===== src/rtl/led_status_ctrl.sv =====
// Two-channel RGB status LED driver: a status change flashes the new colour, then holds it steady.
// Define LED_STATUS_PWM_EN to dim the steady colour with a shared 16-step PWM.
module led_status_ctrl #(
  parameter int unsigned FLASH_CYC   = 5_000_000,
  parameter int unsigned FLASH_COUNT = 3,
  parameter int unsigned PWM_DUTY    = 4
) (
  input  logic       clk,
  input  logic       rst_n,
  input  logic [1:0] game1_state,
  input  logic [1:0] game2_state,
  input  logic       mute,
  output logic [2:0] led16,
  output logic [2:0] led17
);

  localparam int unsigned PW = $clog2(FLASH_CYC);
  localparam int unsigned BW = $clog2(FLASH_COUNT) + 1;
  localparam logic [PW-1:0] PhaseLast = PW'(FLASH_CYC - 1);
  localparam logic [BW-1:0] BlinkLast = BW'(FLASH_COUNT - 1);

  if (FLASH_CYC < 2 || FLASH_COUNT < 1 || PWM_DUTY < 1 || PWM_DUTY > 16) begin : g_bad_param
    $error("led_status_ctrl: parameter out of range");
  end

  typedef enum logic [1:0] {StSteady, StFlashOn, StFlashOff} state_e;

  function automatic logic [2:0] color(input logic [1:0] s);
    case (s)
      2'b00:   color = 3'b001;
      2'b01:   color = 3'b010;
      2'b10:   color = 3'b100;
      default: color = 3'b101;
    endcase
  endfunction

  logic steady_lit;

`ifdef LED_STATUS_PWM_EN
  logic [3:0] pwm_cnt;

  always_ff @(posedge clk or negedge rst_n) begin
    if (!rst_n) pwm_cnt <= 4'd0;
    else        pwm_cnt <= pwm_cnt + 4'd1;
  end

  assign steady_lit = ({1'b0, pwm_cnt} < 5'(PWM_DUTY));
`else
  assign steady_lit = 1'b1;
`endif

  logic [1:0] state_in [2];
  logic [2:0] led_out  [2];

  assign state_in[0] = game1_state;
  assign state_in[1] = game2_state;
  assign led16       = led_out[0];
  assign led17       = led_out[1];

  for (genvar c = 0; c < 2; c++) begin : g_chan
    logic [1:0]    s_q, s_prev;
    state_e        state_q, state_d;
    logic [PW-1:0] phase_q, phase_d;
    logic [BW-1:0] blink_q, blink_d;
    logic [2:0]    led_q, led_d;
    logic          change;

    assign change     = (s_q != s_prev);
    assign led_out[c] = led_q;

    always_comb begin
      state_d = state_q;
      phase_d = phase_q;
      blink_d = blink_q;
      if (change) begin
        state_d = StFlashOn;
        phase_d = '0;
        blink_d = '0;
      end else begin
        unique case (state_q)
          StFlashOn: begin
            if (phase_q == PhaseLast) begin
              state_d = StFlashOff;
              phase_d = '0;
            end else begin
              phase_d = phase_q + 1'b1;
            end
          end
          StFlashOff: begin
            if (phase_q == PhaseLast) begin
              phase_d = '0;
              if (blink_q == BlinkLast) begin
                state_d = StSteady;
              end else begin
                state_d = StFlashOn;
                blink_d = blink_q + 1'b1;
              end
            end else begin
              phase_d = phase_q + 1'b1;
            end
          end
          default: ;
        endcase
      end

      // Output follows the next state so a change shows on the LED one edge after sampling.
      if (mute || state_d == StFlashOff)          led_d = 3'b000;
      else if (state_d == StSteady && !steady_lit) led_d = 3'b000;
      else                                         led_d = color(s_q);
    end

    always_ff @(posedge clk or negedge rst_n) begin
      if (!rst_n) begin
        s_q     <= 2'b00;
        s_prev  <= 2'b00;
        state_q <= StSteady;
        phase_q <= '0;
        blink_q <= '0;
        led_q   <= 3'b000;
      end else begin
        s_q     <= state_in[c];
        s_prev  <= s_q;
        state_q <= state_d;
        phase_q <= phase_d;
        blink_q <= blink_d;
        led_q   <= led_d;
      end
    end
  end

endmodule


===== config.mk =====
export PLATFORM = sky130hd
export DESIGN_NAME = led_status_ctrl
export DESIGN_NICKNAME = d
export VERILOG_FILES = /design/src/rtl/led_status_ctrl.sv
export SDC_FILE = /design/constraint.sdc
export NUM_CORES = 1
export LEC_CHECK = 0
export ABC_AREA = 1
export BUFFER_PORTS_ARGS = -buffer_cell sky130_fd_sc_hd__buf_2
export CAP_MARGIN = 0
export CORE_UTILIZATION = 33
export DETAILED_ROUTE_END_ITERATION = 6
export PLACE_DENSITY_LB_ADDON = 0.1
export SKIP_LAST_GASP = 1
export SYNTH_ARGS = -nofsm -noshare
export SYNTH_HDL_FRONTEND = slang
export SYNTH_SLANG_ARGS = --single-unit

===== constraint.sdc =====
create_clock -name clk -period 2.1 [get_ports clk]
set_input_delay 0.42 -clock clk [delete_from_list [all_inputs] [get_ports clk]]
set_output_delay 0.42 -clock clk [all_outputs]
set_load 0.02 [all_outputs]

; ---- Word-level counts from Yosys, hierarchy flattened
; Cells that the tools add are included.
[classes]
addsub = 4
n_eq_ne = 18
muxes = 28
reduce_logical = 14
[op_table]
columns = operator, n
row1 = $mux 23, 6
row2 = $add 23x1->23 const B, 2
row3 = $eq 23x23->1 const B, 2
row4 = $mux 3, 10
row5 = $pmux 3 s3, 2
row6 = $eq 2x2->1 const B, 6
row7 = $mux 2, 6
row8 = $reduce_bool 2->1, 6
row9 = $eq 2x1->1 const B, 4
row10 = $pmux 2 s2, 2
row11 = $add 3x1->3 const B, 2
row12 = $eq 3x2->1 const B, 2
row13 = $reduce_and 3->1, 2
row14 = $logic_not 2->1, 2
row15 = $ne 2x2->1, 2
row16 = $ne 2x2->1 const B, 2
row17 = $reduce_or 2->1, 2
row18 = $logic_or 1x1->1, 2
row19 = $mux 1, 2
[totals]
reg_bits = 70
in_bits = 7
output_inout_bits = 6
elab_cells = 76

; ---- Depth between registers and ports, before layout
[logic_depth]
word_depth = 8
mapped_depth = 12
mapped_depth_nobuf = 11

; ---- Least setup slack after synthesis
; Ideal clock, no wire load.
[synth_path]
path_kind = reg-to-reg
start = reg g_chan[1].state_q[0]
end = reg g_chan[1].phase_q[14]
setup_ns = 0.117
t_arrival_ns = 1.539
t_required_ns = 1.983
path_slack_ns = 0.444
stages_incl_launch_ff = 11
n_path_buf = 0
synth_period_minus_slack_ns = 1.656
cell_sequence = dfrtp_1 > inv_1 > ha_1 > inv_1 > nor2_8 > inv_2 > nand2_1 > nor2_2 > nand3_1 > nor2_1 > nor2_1
[synth_between]
elab_chain_len = 3
word_cells_on_any_way = 4
classes_between = eq/ne (2) / reduce/logical (2)
[synth_lines]
columns = item, line_no
row1 = from (decl), 62  ; state_e state_q, state_d;
row2 = from (signal assigned), 116  ; state_q <= StSteady;
row3 = from (signal assigned), 123  ; state_q <= state_d;
row4 = $eq 2x2->1 / $eq 2x1->1 (equally long branches), 80  ; unique case (state_q)
row5 = $reduce_or 2->1 (no source line) *, -
row6 = $reduce_bool 2->1 (no source line) *, -
row7 = to (signal assigned), 124  ; phase_q <= phase_d;
row8 = to (decl), 63  ; logic [PW-1:0] phase_q, phase_d;
; Mark *: on every way between the ends. The rest lies on a longest branch, timed or not.
; A chain may end at the register's enable or synchronous reset.

; ---- Worst setup path in the final report
[layout_path]
start = reg g_chan[0].state_q[0]
end = reg g_chan[0].phase_q[10]
[layout_between]
elab_chain_len = 3
word_cells_on_any_way = 4
classes_between = eq/ne (2) / reduce/logical (2)
[layout_lines]
columns = item, line_no
row1 = from (decl), 62
row2 = from (signal assigned), 116
row3 = from (signal assigned), 123
row4 = $eq 2x2->1 / $eq 2x1->1 (equally long branches), 80
row5 = $reduce_or 2->1 (no source line) *, -
row6 = $reduce_bool 2->1 (no source line) *, -
row7 = to (signal assigned), 124
row8 = to (decl), 63
; Marks and branches as above.

==> flow_summary_export.csv <==
group,metric,value,unit
synth,synth_edf_count,0,
sta,finClkSkew,0.009700,ns
setup_path,slowest_stage,"dfrtp_1",
sta,fmax,0.5324,GHz
route,first_iter_violations,188,
setup_path,cp-end-kind,"register",
place,placedCellCount,745,
synth,yosys_warnings,0,
setup_path,r2r_cells,8,
die,start_util,34.24,%
synth,synthCells,558,
setup_path,r2r_end,"g_chan[0].phase_q[10]",
clocking,postCtsHoldBufs,0,
setup_path,max_stage_delay,0.38,ns
die,num_rows,40,
setup_path,path_buf_inv,2,
global_route,overflow,0,
clocking,cts_inserted_buffers,9,
die,die_area,0.01307,mm2
synth,synth_seq_cells,70,
route,drtAntennaViolNets,0,
clocking,cts.reportedPaths.clkPinSlew,0.06,ns
synth,yosys.cell_types.count,39,
sta,drv_slew,0,
global_route,grt_pass1_wl,17110,um
route,wl_per_cell,13.06,um
layout,fin_util,39.20,%
sta,holdWs,0.04067,ns
run_status,status,"complete, no violations",
place,gp_congestion,0.8667,
setup_path,crit_top_cell,"nand2_1",
global_route,antenna_found_initial,0,
setup_path,critPathLaunchType,"register",
layout,diodes,0,
route,viasPerCell,4.643,
setup_path,crit_family,"simple AND/OR/NAND/NOR gates",
die,die_x,114.3,um
synth,ys_seq_area_share,42.07,%
clocking,root_buffer,"clkbuf_16",
setup_path,worstSetupPathType,"register to register",
setup_path,crit_fanout,9,
clocking,ctsResizeCount,0,
global_route,grt_pass1_vias,3556,
layout,area_growth,14.48,%
synth,avgSynthCellArea,7.462,um2
setup_path,r2r_start,"g_chan[0].state_q[0]",
route,dr_total_vias,3533,
sta,period_share,89.45,%
sta,slew_headroom,66.92,%
global_route,grt_max_degree,36,
synth,async_flop_share,100.0,%
route,first_pass_iters,4,
clocking,htreeDepth,3,
synth,syn_nets,581,
min_path,holdCritPathClass,"input pin to async pin",
place,io_buffers,12,
synth,syn_area,0.004164,mm2
die,core,0.01216,mm2
route,wirelength,9939,um
place,hpwl,7500,um
sta,fin_tns_setup,0,ns
setup_path,crit_chain,"inv_1, ha_1, nand2_1, nand3_2, inv_2, nand2_1, o21ai_1, nor2_1",
setup_path,crit_arrival,2.11,ns
global_route,gr-usage-all-layers,17.00,%
run,drv_cap,0,
die,die_h,114.3,um
power,power_density,648.9,mW/mm2
sta,worst_pin_slew,0.4962,ns
sta,min_period,1.878,ns
clocking,cts_max_path_buffers,2,
route,drc,0,
clocking,postCtsSetupRepairBufs,0,
place,dpl_worst_slack,0.1860,ns
sta,finalHoldViolCount,0,
sta,setup_violations,0,
synth,synth_flop_cell,"dfrtp_1",
die,ioPinCount,13,
power,vdd.ir_drop.worst,0.0004140,V
layout,layout-drive-gt1-share,14.17,%
clocking,cts.sinks,70,
layout,nNetsFinal,611,
setup_path,r2r_setup_slack,0.22,ns
setup_path,cp_data_required_time,2.33,ns
layout,fin_cells,761,
clocking,tritoncts,"done",
layout,fillers,1288,
sta,fin_ws,0.2216,ns
power,p_leak,2.181,nW
sta,rsz0062_at_grt,"no",
clocking,clock_latency,0.35,ns
## cell usage in the layout, fill, tap and decap left out, types with 2 or more instances in the layout
cell | Yosys | routed
nor2_8 | 2 | 2
ha_1 | 16 | 16
nor4_1 | 5 | 5
inv_2 | 12 | 13
nor3_1 | 16 | 16
or2_2 | 2 | 2
a21oi_1 | 18 | 18
o21ai_2 | 2 | 2
nor2_2 | 7 | 7
o21ai_0 | 21 | 21
nand4_1 | 16 | 16
clkbuf_16 | 0 | 9
nor4_2 | 2 | 2
inv_1 | 75 | 74
nor3_2 | 2 | 2
xor2_1 | 5 | 5
clkinvlp_4 | 0 | 2
xnor2_1 | 5 | 5
dfrtp_1 | 70 | 70
nor2_1 | 72 | 72
o21ai_1 | 7 | 7
nand2_1 | 134 | 134
nand3_1 | 41 | 41
nand3_2 | 3 | 3
nand2_2 | 6 | 6
nand3b_1 | 2 | 2
buf_4 | 1 | 13
inv_6 | 0 | 3
buf_2 | 2 | 11
## per-stage QoR
stage               cell area, um2  power, mW
global route                  4767      3.229
CTS                           4767      3.157
finish                        4767      3.093
floorplan                     4164      1.575
detailed placement            4487      1.668
global placement              4487      1.664
## power by group
| part | switching (mW) | total [mW] | internal (mW) | leakage (nW) |
|---|---|---|---|---|
| combinational | 0.157 | 0.229 | 0.0722 | 1.11 |
| sequential | 0.0292 | 1.41 | 1.38 | 0.941 |
| clock | 0.643 | 1.45 | 0.811 | 0.133 |
## worst max-delay path by stage
stage / start / to / slack [ns] / cells after the start
floorplan: g_chan[1].state_q[0] / g_chan[1].phase_q[14] / 0.44 / 10
global placement: g_chan[0].state_q[0] / g_chan[0].phase_q[10] / 0.21 / 8
detailed placement: g_chan[1].state_q[0] / g_chan[1].phase_q[14] / 0.19 / 10
CTS: g_chan[1].state_q[0] / g_chan[1].phase_q[14] / 0.16 / 10
global route: g_chan[0].state_q[0] / g_chan[0].phase_q[10] / 0.04 / 8
finish: g_chan[0].state_q[0] / g_chan[0].phase_q[10] / 0.22 / 8
## logic make-up (layout without fill, tap and decap cells)
family / after synthesis / count (layout) / synth area share [%]
buf+inv: 94 / 129 / 9.044
fa+ha+maj: 16 / 16 / 4.808
xor+xnor: 10 / 10 / 2.103
compound gates: 55 / 55 / 7.452
flops: 70 / 70 / 42.07
simple gates: 313 / 313 / 34.53
## layout make-up
type | count | area (um2) | area share [%]
well taps | 168 | 210.2 | 4.409
flip-flops and latches | 70 | 1752 | 36.75
multi-input cells | 394 | 2036 | 42.70
clock inverters | 7 | 55.05 | 1.155
repair buffers | 24 | 152.6 | 3.202
clock buffers | 9 | 225.2 | 4.724
inverters | 89 | 336.6 | 7.060
## synth_stat cells (6+ instances only)
master   count  share of area [%]
inv_1       75                6.8
nand2_1    134                 12
nor2_1      72                6.5
o21ai_0     21                2.5
o21ai_1      7               0.84
nand4_1     16                2.4
inv_2       12                1.1
ha_1        16                4.8
dfrtp_1     70                 42
nand2_2      6               0.90
nor3_1      16                1.9
nand3_1     41                4.9
a21oi_1     18                2.2
nor2_2       7                1.1
## metal layers
| metal | part of all wire (%) | vias up | track usage, % |
|---|---|---|---|
| met5 | 0 | - | 0 |
| met4 | 2.7 | 0 | 7.706 |
| met3 | 2.9 | 20 | 3.970 |
| met2 | 47 | 45 | 28.04 |
| met1 | 47 | 1618 | 21.13 |
| li1 | - | 1850 | - |
## sequential cells by signal, indices dropped and copies added (netlist names)
register,cells
g_chan.blink_q,6
g_chan.phase_q,46
g_chan.s_q,4
led17,3
g_chan.s_prev,4
g_chan.state_q,4
led16,3
No activity file was read; power rests on OpenSTA's default activity.
